`src/rtl/wave_capture_if.sv`:
```
// Sample-in / RAM-write bundle between the audio front end, the capture sequencer and the waveform RAM.
interface wave_capture_if #(
    parameter int SAMPLE_W   = 16,
    parameter int FRAME_LOG2 = 8
);
    logic                  new_sample_ready;
    logic [SAMPLE_W-1:0]   new_sample_in;
    logic                  wave_display_idle;
    logic [FRAME_LOG2:0]   write_address;
    logic                  write_enable;
    logic [7:0]            write_sample;
    logic                  read_index;
    logic [1:0]            capture_state;

    modport master (
        output new_sample_ready,
        output new_sample_in,
        output wave_display_idle,
        input  write_address,
        input  write_enable,
        input  write_sample,
        input  read_index,
        input  capture_state
    );

    modport slave (
        input  new_sample_ready,
        input  new_sample_in,
        input  wave_display_idle,
        output write_address,
        output write_enable,
        output write_sample,
        output read_index,
        output capture_state
    );
endinterface

```
`src/rtl/wave_capture_ctrl.sv`:
```
// Zero-crossing triggered, double-buffered frame capture into the waveform sample RAM.
// Optional forced trigger after TIMEOUT_SAMPLES quiet samples: define WAVE_CAPTURE_TIMEOUT_EN.
module wave_capture_ctrl #(
    parameter int SAMPLE_W        = 16,
    parameter int FRAME_LOG2      = 8,
    parameter int TIMEOUT_SAMPLES = 1024
) (
    input logic           clk,
    input logic           reset,
    wave_capture_if.slave bus
);

    typedef enum logic [1:0] {
        ST_ARMED  = 2'b00,
        ST_ACTIVE = 2'b01,
        ST_WAIT   = 2'b10
    } state_t;

    state_t                state_q, state_d;
    logic [FRAME_LOG2-1:0] count_q, count_d;
    logic                  read_index_q, read_index_d;
    logic                  prev_neg_q;
    logic                  accept;
    logic                  trigger;
    logic                  sample_neg;

    logic                  write_enable_q;
    logic [FRAME_LOG2:0]   write_address_q;
    logic [7:0]            write_sample_q;

    assign sample_neg = bus.new_sample_in[SAMPLE_W-1];

    // Only the top byte of the sample reaches the RAM.
    logic unused_low_bits;
    assign unused_low_bits = ^bus.new_sample_in[SAMPLE_W-9:0];

`ifdef WAVE_CAPTURE_TIMEOUT_EN
    localparam int TO_W = (TIMEOUT_SAMPLES > 1) ? $clog2(TIMEOUT_SAMPLES) : 1;

    logic [TO_W-1:0] timeout_q;
    logic            timeout_hit;

    assign timeout_hit = bus.new_sample_ready && (timeout_q == TO_W'(TIMEOUT_SAMPLES - 1));
    assign trigger     = (bus.new_sample_ready && prev_neg_q && !sample_neg) || timeout_hit;

    // Held at zero outside ARMED, so it starts fresh every time ARMED is entered.
    always_ff @(posedge clk) begin
        if (reset || state_q != ST_ARMED || trigger) begin
            timeout_q <= '0;
        end else if (bus.new_sample_ready) begin
            timeout_q <= timeout_q + 1'b1;
        end
    end
`else
    assign trigger = bus.new_sample_ready && prev_neg_q && !sample_neg;
`endif

    always_ff @(posedge clk) begin
        if (reset) begin
            state_q <= ST_ARMED;
        end else begin
            state_q <= state_d;
        end
    end

    always_comb begin
        state_d      = state_q;
        count_d      = count_q;
        read_index_d = read_index_q;
        accept       = 1'b0;

        case (state_q)
            ST_ARMED: begin
                if (trigger) begin
                    accept  = 1'b1;
                    count_d = FRAME_LOG2'(1);
                    state_d = ST_ACTIVE;
                end
            end
            ST_ACTIVE: begin
                if (bus.new_sample_ready) begin
                    accept = 1'b1;
                    if (&count_q) begin
                        count_d = '0;
                        state_d = ST_WAIT;
                    end else begin
                        count_d = count_q + 1'b1;
                    end
                end
            end
            ST_WAIT: begin
                if (bus.wave_display_idle) begin
                    read_index_d = ~read_index_q;
                    state_d      = ST_ARMED;
                end
            end
            default: begin
                count_d = '0;
                state_d = ST_ARMED;
            end
        endcase
    end

    // Write port is registered; the address half is latched from read_index at accept time.
    always_ff @(posedge clk) begin
        if (reset) begin
            count_q         <= '0;
            read_index_q    <= 1'b0;
            prev_neg_q      <= 1'b0;
            write_enable_q  <= 1'b0;
            write_address_q <= '0;
            write_sample_q  <= '0;
        end else begin
            count_q        <= count_d;
            read_index_q   <= read_index_d;
            write_enable_q <= accept;
            if (bus.new_sample_ready) begin
                prev_neg_q <= sample_neg;
            end
            if (accept) begin
                write_address_q <= {~read_index_q, count_q};
                write_sample_q  <= {~sample_neg, bus.new_sample_in[SAMPLE_W-2 -: 7]};
            end
        end
    end

    assign bus.write_enable  = write_enable_q;
    assign bus.write_address = write_address_q;
    assign bus.write_sample  = write_sample_q;
    assign bus.read_index    = read_index_q;
    assign bus.capture_state = state_q;

endmodule

```
`src/flat_wrapper.sv`:
```
// flat-port wrapper written by rule: the top's interface ports become plain ports
module wave_capture_ctrl_flat 
#(
    parameter int SAMPLE_W        = 16,
    parameter int FRAME_LOG2      = 8,
    parameter int TIMEOUT_SAMPLES = 1024
)
  (clk, reset, bus_new_sample_ready, bus_new_sample_in, bus_wave_display_idle, bus_write_address, bus_write_enable, bus_write_sample, bus_read_index, bus_capture_state);
  wave_capture_if #(.SAMPLE_W(SAMPLE_W), .FRAME_LOG2(FRAME_LOG2)) bus_i ();
  input logic clk;
  input logic reset;
  input wire logic [$bits(bus_i.new_sample_ready)-1:0] bus_new_sample_ready;
  input wire logic [$bits(bus_i.new_sample_in)-1:0] bus_new_sample_in;
  input wire logic [$bits(bus_i.wave_display_idle)-1:0] bus_wave_display_idle;
  output wire logic [$bits(bus_i.write_address)-1:0] bus_write_address;
  output wire logic [$bits(bus_i.write_enable)-1:0] bus_write_enable;
  output wire logic [$bits(bus_i.write_sample)-1:0] bus_write_sample;
  output wire logic [$bits(bus_i.read_index)-1:0] bus_read_index;
  output wire logic [$bits(bus_i.capture_state)-1:0] bus_capture_state;
  assign bus_i.new_sample_ready = bus_new_sample_ready;
  assign bus_i.new_sample_in = bus_new_sample_in;
  assign bus_i.wave_display_idle = bus_wave_display_idle;
  assign bus_write_address = bus_i.write_address;
  assign bus_write_enable = bus_i.write_enable;
  assign bus_write_sample = bus_i.write_sample;
  assign bus_read_index = bus_i.read_index;
  assign bus_capture_state = bus_i.capture_state;
  wave_capture_ctrl #(.SAMPLE_W(SAMPLE_W), .FRAME_LOG2(FRAME_LOG2), .TIMEOUT_SAMPLES(TIMEOUT_SAMPLES)) u_core (.clk(clk), .reset(reset), .bus(bus_i));
endmodule
```
`config.mk`:
```
export PLATFORM = sky130hd
export DESIGN_NAME = wave_capture_ctrl_flat
export DESIGN_NICKNAME = d
export VERILOG_FILES = /design/src/rtl/wave_capture_if.sv /design/src/rtl/wave_capture_ctrl.sv /design/src/flat_wrapper.sv
export SDC_FILE = /design/constraint.sdc
export NUM_CORES = 1
export LEC_CHECK = 0
export CAP_MARGIN = 20
export CORE_UTILIZATION = 48
export DETAILED_ROUTE_END_ITERATION = 8
export PLACE_DENSITY = 0.89
export RECOVER_POWER = 25
export SLEW_MARGIN = 10
export SYNTH_ARGS = -nofsm -noshare
export SYNTH_HDL_FRONTEND = slang
export SYNTH_SLANG_ARGS = --single-unit
```
`constraint.sdc`:
```
create_clock -name clk -period 4.37 [get_ports clk]
set_input_delay 0.6555 -clock clk [delete_from_list [all_inputs] [get_ports clk]]
set_output_delay 0.6555 -clock clk [all_outputs]
set_load 0.03 [all_outputs]
```
After elaboration in Yosys (flattened, before gate mapping)
Index checks and enable logic that the tools add are counted.
{"block": "totals", "regBits": 30, "latchBits": 0, "ram_bits": 0, "romBits": 0, "inputBits": 20, "out_inout_bits": 21, "elab_cells": 37, "memories": 0}
{"block": "classes", "addsub": 1, "multipliers": 0, "div": 0, "magnitude_cmp": 0, "n_eq_ne": 6, "shifts": 0, "n_mux": 12, "bitwise": 3, "reduce_logical": 8}
{"operator": "two-way mux 8 bit", "n": 3}
{"operator": "one-hot mux 8 bit (3 select lines)", "n": 1}
{"operator": "adder 8 x 1 -> 8 bit, second input constant", "n": 1}
{"operator": "two-way mux 2 bit", "n": 4}
{"operator": "AND reduction 8 bit", "n": 1}
{"operator": "one-hot mux 2 bit (3 select lines)", "n": 1}
{"operator": "!= test 2 x 1 -> 1 bit, second input constant", "n": 2}
{"operator": "!= test 2 bit, second input constant", "n": 2}
{"operator": "AND reduction 4 bit", "n": 1}
{"operator": "inverter 1 bit", "n": 3}
{"operator": "AND reduction 3 bit", "n": 1}
{"operator": "equality test 2 x 1 -> 1 bit, second input constant", "n": 1}
{"operator": "equality test 2 bit, second input constant", "n": 1}
{"operator": "logical AND 1 bit", "n": 2}
{"operator": "zero test 2 bit", "n": 1}
{"operator": "two-way mux 1 bit", "n": 2}
{"operator": "one-hot mux 1 bit (2 select lines)", "n": 1}
{"operator": "AND reduction 2 bit", "n": 1}
{"operator": "zero test 1 bit", "n": 1}

Longest topological paths before layout
Gate-level depths: netlist (run 1).
{"block": "logic_depth", "ltp_word": 4, "depth_mapped": 6, "depth_no_buf": 5}

Worst setup path after synthesis (run 1)
OpenSTA, ideal clock, no wires.
{"block": "synth_timing", "path_kind": "input to register", "startpoint": "input bus_new_sample_in[15]", "endpoint": "register u_core.count_q[5]", "arrival_time_ns": 1.711, "t_required_ns": 4.303, "path_slack_ns": 2.591, "cell_stages": 5, "cell_sequence": "nor3b_2 -> o21ai_2 -> buf_6 -> or4_4 -> a21oi_2"}
{"block": "synth_via", "elab_chain_len": 4}
{"item": "start, declared", "line": "flat_wrapper.sv:13", "rtl": "input wire logic [$bits(bus_i.new_sample_in)-1:0] bus_new_sample_in;"}
{"item": "zero test 1 bit", "line": "wave_capture_ctrl.sv:55", "rtl": "assign trigger = bus.new_sample_ready && prev_neg_q && !sample_neg;"}
{"item": "logical AND 1 bit", "line": "wave_capture_ctrl.sv:55"}
{"item": "!= test 2 x 1 -> 1 bit (no source line)"}
{"item": "AND reduction 3 bit (no source line)"}
{"item": "end signal, assigned", "line": "wave_capture_ctrl.sv:114", "rtl": "count_q <= count_d;"}
{"item": "end, declared", "line": "wave_capture_ctrl.sv:20", "rtl": "logic [FRAME_LOG2-1:0] count_q, count_d;"}
Every way passes these cells.
A chain may end at the register's enable or synchronous reset.

Worst setup path in the final report (run 1)
{"block": "layout_timing", "startpoint": "register u_core.state_q[0] (netlist: u_core.bus.capture_state[0])", "endpoint": "output bus_capture_state[0]"}
{"item": "start, declared", "line": "wave_capture_ctrl.sv:19", "rtl": "state_t state_q, state_d;"}
{"item": "start signal, assigned", "line": "wave_capture_ctrl.sv:62", "rtl": "state_q <= state_d;"}
{"item": "end, declared", "line": "flat_wrapper.sv:19", "rtl": "output wire logic [$bits(bus_i.capture_state)-1:0] bus_capture_state;"}
No word-level cell between the ends.

==> results of run 1 <==
stage by stage:
| step | power (W) | std cells | hold slack (ns) | setup slack [ns] | instance area (µm²) |
|---|---|---|---|---|---|
| 2_1_floorplan | 0.000326 | 145 | 0.454 | 2.59 | 1230 |
| 5_1_grt | 0.000533 | 206 | 0.480 | 2.00 | 1610 |
| 3_5_place_dp | 0.000350 | 197 | 0.449 | 1.78 | 1550 |
| 3_3_place_gp | 0.000348 | 197 | 0.442 | 1.82 | 1550 |
| 6_report | 0.000515 | 206 | 0.458 | 2.06 | 1610 |
| 4_1_cts | 0.000517 | 205 | 0.462 | 2.06 | 1610 |
placed cells by master, fill, tap and decap left out, types with 2 or more instances in the layout:
master and n:
a21oi_1 21, and2b_1 2, clkbuf_4 5, clkdlybuf4s50_1 24, dfxtp_1 30, dlygate4sd3_1 8
inv_1 2, nand2_1 32, nand3_1 2, nand4_1 2, nor2_1 9, nor2b_1 2
o211ai_1 2, o21a_1 2, o21ai_1 2, o21bai_1 2, o31ai_1 3, or3_1 3
or4_1 2, xor2_1 3
worst register-to-register path, stage by stage (launching register included):
cell	delay, ns
dfxtp_1	0.42
ha_1	0.20
nand3_1	0.18
o21a_1	0.23
o21bai_1	0.40
a21oi_1	0.09
cell families after synthesis:
| group | Yosys count | share of synthesized area |
|---|---|---|
| AO/OA/AOI/OAI | 39 | 0.191 |
| XOR/XNOR | 3 | 0.0213 |
| adder cells (fa/ha/maj) | 1 | 0.0102 |
| buffers and inverters | 10 | 0.0406 |
| AND/OR/NAND/NOR | 61 | 0.242 |
| multiplexers | 1 | 0.00812 |
| flip-flops | 30 | 0.487 |
state kept, by name (all words and copies together) (netlist names):
signal / count
u_core.bus.write_sample: 8
u_core.count_q: 8
u_core.bus.write_enable: 1
u_core.bus.write_address: 9
u_core.bus.read_index: 1
u_core.bus.capture_state: 2
u_core.prev_neg_q: 1
path summary, 6_finish.rpt:
path / to / slack, ns / cells past startpoint
hold / removal: u_core.bus.write_sample[2] / 0.46 / 2
hold reg to reg: u_core.bus.write_sample[2] / 0.46 / 2
setup reg to reg: u_core.count_q[6] / 2.72 / 5
setup / recovery: bus_capture_state[0] / 2.06 / 1
where the power goes:
group          switching [W]  internal, W
clock network      0.0000930    0.0000778
registers         0.00000566     0.000279
logic              0.0000335    0.0000255
cells in the mapped netlist (all sizes together):
master / instances
mux2i: 1
nand3: 2
and3: 1
a311oi: 1
nor2b: 2
or3: 3
xor2: 3
or4: 3
a22oi: 1
o21bai: 2
nor3b: 2
nand2: 32
o211ai: 2
or2: 1
a21oi: 22
inv: 2
and3b: 1
nor2: 9
o21ai: 4
nand3b: 1
dfxtp: 30
o21a: 2
a31oi: 1
a211oi: 1
ha: 1
o31ai: 3
and2b: 2
nand4: 2
buf: 5
clkbuf: 3
final cells by class:
| type | instances | area share |
|---|---|---|
| Clock buffer | 7 | 0.0341 |
| Clock inverter | 1 | 0.00310 |
| Inverter | 2 | 0.00465 |
| Multi-Input combinational cell | 105 | 0.361 |
| Sequential cell | 30 | 0.372 |
| Tap cell | 28 | 0.0217 |
| Timing Repair Buffer | 33 | 0.203 |
metal layers:
metal | GRT usage | wire length [µm] | share of wire | up-vias
li1 | - | - | - | 563
met1 | 0.229 | 1120 | 0.41 | 510
met2 | 0.384 | 1350 | 0.49 | 42
met3 | 0.0580 | 203 | 0.074 | 8
met4 | 0.114 | 58 | 0.021 | 0
met5 | 0 | 0 | 0 | -
==> flow_summary.toml, run 1 <==
[status]
status = "finished, final reports clean"

[critical_path]
rr_startpoint = "u_core.count_q[0]"
path_delay_family = "buffers and inverters"
crit_path_start = "u_core.bus.capture_state[0]"
worstPathCellList = "clkdlybuf4s50_1"
crit_slowest_cell = "clkdlybuf4s50_1"
crit_required_ns = 3.71
worstPathArrival_ns = 1.65
critPathLaunchType = "flip-flop"
slowest_delay_ns = 0.75
crit_type = "flip-flop to output pin"
crit_buf_inv = 1
cp_max_fo = 12
crit_path_end_kind = "output pin"

[yosys]
yosys_warnings = 0
synth_nets = 166
synth_area_leaders = "dfxtp_1 49%, nand2_1 9.7%, a21oi_1 8.5%, nor2_1 2.7%, xor2_1 2.1%"
synth_area_mm2 = 0.00123
synth_seq_area_share = 0.487
synth.top_cell.area_share = 0.487
ys_types = 36
synth_top_cell_by_area = "dfxtp_1"
avgSynthCellArea_um2 = 8.50
syn-instance-count = 145
ys_ff_latch = 30

[timing]
fin_skew_ns = 0.00962
period_needed_ns = 2.31
rsz0062_at_grt = "false"
report.final.slew_viol_count = 0
fmax_ghz = 0.434
relSlewSlack = 0.378
fin_tns_setup_ns = 0
fin_crit_sh = 0.528
hold_viol_final = 0
worst_pin_slew_ns = 0.931
setup_viol = 0

[final_layout]
multiInputGateArea_um2 = 582
fillers = 194
drive_above_1_share = 0.0674
regArea_um2 = 601
post-route-util = 0.696
syn_to_final_growth_pct = 30.9
nets = 198
antennaDiodeCount = 0

[drt]
vias = 1123
drc = 0
wl_per_cell_um = 13.2
drt_wl_total_mm = 2.73
drt_iter0_markers = 20
avgViaCountPerCell = 5.45
firstDrtPassIters = 4
ant_nets = 0

[clock_network]
cts_tree = "done"
post_cts_resized = 0
postCtsSetupBuffers = 0
clk_latency_ns = 0.33
cts.sinks = 30
cts.clk_slew.worst_paths_ns = 0.09
cts-htree-levels = 2
cts.hold.buffers_added = 0
cts_buffers = 5
root_buffer = "clkbuf_4"
cts_buffer_depth = 2

[global_routing]
grt_pass1_wl_mm = 4.22
grt_usage = 0.216
antenna_found_initial = 0
overflow = 0
grt_pass1_vias = 1000
grt_max_degree = 26

[die]
dieArea_mm2 = 0.00277
design.core.area_mm2 = 0.00232
rows = 17
ios = 41
die_width_um = 52.7
die-height_um = 52.7
initial_core_util = 0.532

[placement]
dp_hpwl_mm = 1.91
place_congestion = 0.741
port_buffers = 32

[power_and_ir_drop]
power.leakage_nw = 0.561
peakVddDrop_uv = 240
p_per_area_mw_per_mm2 = 319

[job]
maxCapViolCount = 0

[hold_path]
hold_class = "flip-flop to flip-flop"
worst_hold_startpoint = "u_core.bus.write_sample[2]"
(Power assumes the default switching activity.)
==> inputs of run 2 (changes only) <==
Settings changed: CORE_UTILIZATION 48 to 40, PLACE_DENSITY 0.89 to 0.8.
Clock period 4.37 ns to 2 ns, I/O delays scaled along.
==> run 2 against run 1 <==
Against the previous run:
- the run now ends with design-rule violations left
- cell count rose by 4.9%
- setup slack got worse by 1.9 ns
- count of clock-buffer cells in the layout stayed put
- sequential power rose by 120%
- routed wire length up 5.8%
- via count is 3.2% higher
- die area up 19%
- total power rose by 120%
- worst hold slack worse by 0.0031 ns
- critical endpoint is now bus_capture_state[1]
- non-clock buffer count rose by 7
- largest cell class unchanged
==> flow_summary.toml, run 2 (synthesized netlist as in run 1, its figures left out) <==
[die]
rows = 19
ios = 41
die_width_um = 57.5
initial_core_util = 0.436
design.core.area_mm2 = 0.00283
dieArea_mm2 = 0.00331
die-height_um = 57.5

[final_layout]
post-route-util = 0.594
syn_to_final_growth_pct = 36.2
largest_reg_flops = 9
fillers = 259
most-common-layout-cells = "32 x nand2_1, 31 x clkdlybuf4s50_1, 29 x dfxtp_1"
antennaDiodeCount = 0
nets = 205
drive_above_1_share = 0.103
final_common_cell = "nand2_1"

[power_and_ir_drop]
power.leakage_nw = 0.571
p_per_area_mw_per_mm2 = 674
peakVddDrop_uv = 380

[timing]
fin_skew_ns = 0.00818
report.final.slew_viol_count = 0
hold_viol_final = 0
worst_pin_slew_ns = 0.440
rsz0062_at_grt = "false"
fin_crit_sh = 0.924
setup_viol = 0
fmax_ghz = 0.541
fin_tns_setup_ns = 0
period_needed_ns = 1.85
relSlewSlack = 0.704

[global_routing]
grt_pass1_vias = 1136
grt_usage = 0.194
antenna_found_initial = 0
overflow = 0
grt_pass1_wl_mm = 4.82
grt_max_degree = 25

[critical_path]
worstPathCellList = "clkdlybuf4s50_1"
crit_path_end_kind = "output pin"
path_delay_family = "buffers and inverters"
cp_max_fo = 9
crit_slowest_cell = "clkdlybuf4s50_1"
crit_type = "flip-flop to output pin"
crit_required_ns = 1.70
worstPathArrival_ns = 1.55
crit_buf_inv = 1
slowest_delay_ns = 0.73
critPathLaunchType = "flip-flop"

[drt]
drt_iter0_markers = 34
vias = 1159
drc = 5
wl_per_cell_um = 13.4
firstDrtPassIters = 6
avgViaCountPerCell = 5.37
drt_wl_total_mm = 2.89
ant_nets = 0

[job]
maxCapViolCount = 0

[clock_network]
cts.sinks = 30
cts_buffer_depth = 2
cts_tree = "done"
cts.clk_slew.worst_paths_ns = 0.09
clk_latency_ns = 0.32
cts_buffers = 5
root_buffer = "clkbuf_4"
cts-htree-levels = 2

[status]
violations = "design-rule violations"
status = "finished, violations left"

[placement]
dp_hpwl_mm = 2.05
port_buffers = 32
place_congestion = 0.794

[hold_path]
hold_class = "flip-flop to flip-flop"
[run 2: final timing paths]
kind,cells past startpoint,end,slack [ns],startpoint
hold / removal,2,u_core.bus.write_sample[5],0.46,u_core.bus.write_sample[5]
hold reg to reg,2,u_core.bus.write_sample[5],0.46,u_core.bus.write_sample[5]
setup reg to reg,5,u_core.count_q[0],0.41,u_core.count_q[0]
setup / recovery,1,bus_capture_state[1],0.15,u_core.bus.capture_state[1]
[run 2: report_power, final]
group	leakage (nW)	internal, W	switching (W)
clock network	0.0353	0.000170	0.000193
logic	0.293	0.0000680	0.0000774
registers	0.243	0.000611	0.0000129
total	0.571	0.000849	0.000284
[run 2: per-layer routing]
metal	track usage	wire (µm)	vias up
met4	0.0906	45	0
met3	0.0658	223	6
met1	0.194	1200	529
met5	0	0	-
li1	-	-	579
met2	0.359	1420	45
[run 2: area by class of cell]
class / instances / area (µm²) / share of cell area
repair buffers: 40 / 389 / 0.232
inverters: 2 / 7.51 / 0.00447
multi-input cells: 105 / 582 / 0.346
flip-flops and latches: 30 / 602 / 0.358
well taps: 31 / 38.8 / 0.0231
clock buffers: 7 / 55.1 / 0.0328
clock inverters: 1 / 5.00 / 0.00298
[run 2: repair_timing]
action,4_1_cts,5_1_grt
setup buffers,0,0
endpoints found under the hold margin,0,0
gates resized for setup,0,1
setup endpoints to repair,0,1
hold buffers,0,0
[run 2: stage by stage]
| step | cells | worst slack (ns) | hold WS (ns) | area, µm² | total power, W |
|---|---|---|---|---|---|
| 3_3_place_gp | 208 | 0.150 | 0.440 | 1620 | 0.000778 |
| 2_1_floorplan | 145 | 0.338 | 0.409 | 1230 | 0.000712 |
| 5_1_grt | 216 | 0.0873 | 0.481 | 1680 | 0.00119 |
| 4_1_cts | 216 | 0.0406 | 0.460 | 1680 | 0.00115 |
| 3_5_place_dp | 208 | 0.0962 | 0.447 | 1620 | 0.000784 |
| 6_report | 216 | 0.153 | 0.455 | 1680 | 0.00113 |
==> inputs of run 3 (changes only) <==
Settings changed: CORE_UTILIZATION 40 to 42, CTS_BUF_LIST set to sky130_fd_sc_hd__clkbuf_4, PLACE_DENSITY 0.8 to 0.83, TNS_END_PERCENT set to 5.
==> run 3 against run 2 <==
Against the previous run:
- the flow now finishes without violations
- routed wire length decreased by 7.4%
- fmax about the same
- cell count is 0.93% higher
- total power shrank 2.1%
- critical path type unchanged
- critical endpoint unchanged
- largest power group unchanged
==> flow_summary.toml, run 3 (synthesized netlist as in run 1, its figures left out) <==
[clock_network]
cts_buffer_depth = 2
cts_buffers = 5
cts.clk_slew.worst_paths_ns = 0.09
cts-htree-levels = 2
cts.hold.buffers_added = 0
root_buffer = "clkbuf_4"
cts_tree = "done"
cts.sinks = 30
clk_latency_ns = 0.32

[drt]
wl_per_cell_um = 12.3
avgViaCountPerCell = 5.33
drt_iter0_markers = 29
vias = 1161
firstDrtPassIters = 4
drc = 0
ant_nets = 0
drt_wl_total_mm = 2.67

[global_routing]
antenna_found_initial = 0
busiest_layer = "met2"
use_met3 = 0.0791
use_met2 = 0.304
overflow = 0
grt_pass1_wl_mm = 4.54
grtUsageMet1 = 0.221
grt_usage = 0.188
grt_max_degree = 17
grt_pass1_vias = 1048

[critical_path]
crit_required_ns = 1.70
crit_path_end_kind = "output pin"
rr_startpoint = "u_core.bus.capture_state[1]"
crit_type = "flip-flop to output pin"
r2r_slack_ns = 0.24
r2r_end = "u_core.bus.write_sample[4]"
cp_max_fo = 9
crit_slowest_cell = "clkdlybuf4s50_1"
worstPathCellList = "clkdlybuf4s50_1"
crit_buf_inv = 1
slowest_delay_ns = 0.73
critPathLaunchType = "flip-flop"
worstPathArrival_ns = 1.55
path_delay_family = "buffers and inverters"
ff2ff_path_depth = 5

[final_layout]
antennaDiodeCount = 0
drive_above_1_share = 0.107
nets = 207
most-common-layout-cells = "32 x nand2_1, 32 x clkdlybuf4s50_1, 29 x dfxtp_1"
syn_to_final_growth_pct = 35.6
fillers = 259
largest_reg_flops = 9

[power_and_ir_drop]
power_frac_comb = 0.128
peakVddDrop_uv = 542
p_clk_frac = 0.309
power.leakage_nw = 0.572
p_per_area_mw_per_mm2 = 663
p_switching_w = 0.000285
switching_share = 0.257
p_seq_frac = 0.563
p_int_w = 0.000823

[hold_path]
holdPathEnd = "u_core.bus.write_address[2]"
hold_depth = 2
worst_hold_startpoint = "u_core.bus.write_address[2]"
hold_class = "flip-flop to flip-flop"

[timing]
worst_pin_slew_ns = 0.689
rsz0062_at_grt = "false"
fmax_ghz = 0.542
relSlewSlack = 0.541
hold_slack_ns = 0.455
hold_viol_final = 0
setup_viol = 0
period_needed_ns = 1.85
fin_crit_sh = 0.923
fin_tns_setup_ns = 0
report.final.slew_viol_count = 0
fin_skew_ns = 0.00562

[die]
initial_core_util = 0.447
die_width_um = 56.2
design.core.area_mm2 = 0.00276
die-height_um = 56.2
rows = 19
dieArea_mm2 = 0.00316
ios = 41

[job]
maxCapViolCount = 0

[status]
status = "finished, final reports clean"

[placement]
place_congestion = 0.819
dp_hpwl_mm = 1.95
port_buffers = 32
[run 3: changes by cell type in the layout (fill, tap and decap cells not counted)]
cell / previous run / this run
dlygate4sd3_1: 1 / 0
clkinv_1: 0 / 1
buf_12: 1 / 0
clkdlybuf4s50_1: 31 / 32
clkbuf_4: 5 / 6
buf_4: 6 / 8
clkbuf_8: 1 / 0
[run 3: timing repair]
action | 4_1_cts | 5_1_grt
endpoints found under the hold margin | 0 | 0
setup buffers | 0 | 0
endpoints found under the setup margin | 0 | 1
resized for setup | 0 | 1
[run 3: worst max path at each step]
stage	start	endpoint	slack [ns]	cells after the start
finish	u_core.bus.capture_state[1]	bus_capture_state[1]	0.15	1
global route	bus_new_sample_ready	u_core.bus.write_sample[4]	0.06	7
CTS	u_core.bus.capture_state[0]	bus_capture_state[0]	0.03	1
detailed placement	bus_new_sample_in[15]	u_core.count_q[6]	0.08	5
global placement	bus_new_sample_in[15]	u_core.count_q[7]	0.15	5
floorplan	u_core.bus.capture_state[1]	u_core.count_q[5]	0.34	5
[run 3: area by class of cell]
cell class,count,area [µm²],share of cell area
well taps,31,38.8,0.0232
clock inverters,2,8.76,0.00524
flip-flops and latches,30,602,0.360
inverters,2,7.51,0.00449
clock buffers,6,45.0,0.0269
multi-input cells,105,582,0.348
repair buffers,42,388,0.232
[run 3: metrics by stage]
stage          utilization  instances  total power (W)  area [µm²]  setup slack, ns
6_report             0.606        218          0.00111        1670            0.154
5_1_grt              0.606        218          0.00115        1670           0.0569
4_1_cts              0.608        218          0.00112        1680           0.0328
3_5_place_dp         0.589        210         0.000781        1620           0.0790
3_3_place_gp         0.589        210         0.000776        1620            0.152
2_1_floorplan            -        145         0.000712        1230            0.338
[run 3: layer usage]
layer | up-vias | share of wire
met5 | - | 0
met4 | 0 | 0.0052
met3 | 2 | 0.063
met2 | 36 | 0.48
met1 | 538 | 0.45
li1 | 585 | -
[run 3: power by group through the flow]
stage	clock network (W)	registers [W]	logic, W
after global placement	0	0.000636	0.000140
final	0.000342	0.000624	0.000142
after global routing	0.000369	0.000626	0.000154
after CTS	0.000350	0.000623	0.000145
after detailed placement	0	0.000637	0.000144
after floorplan	0	0.000654	0.0000581
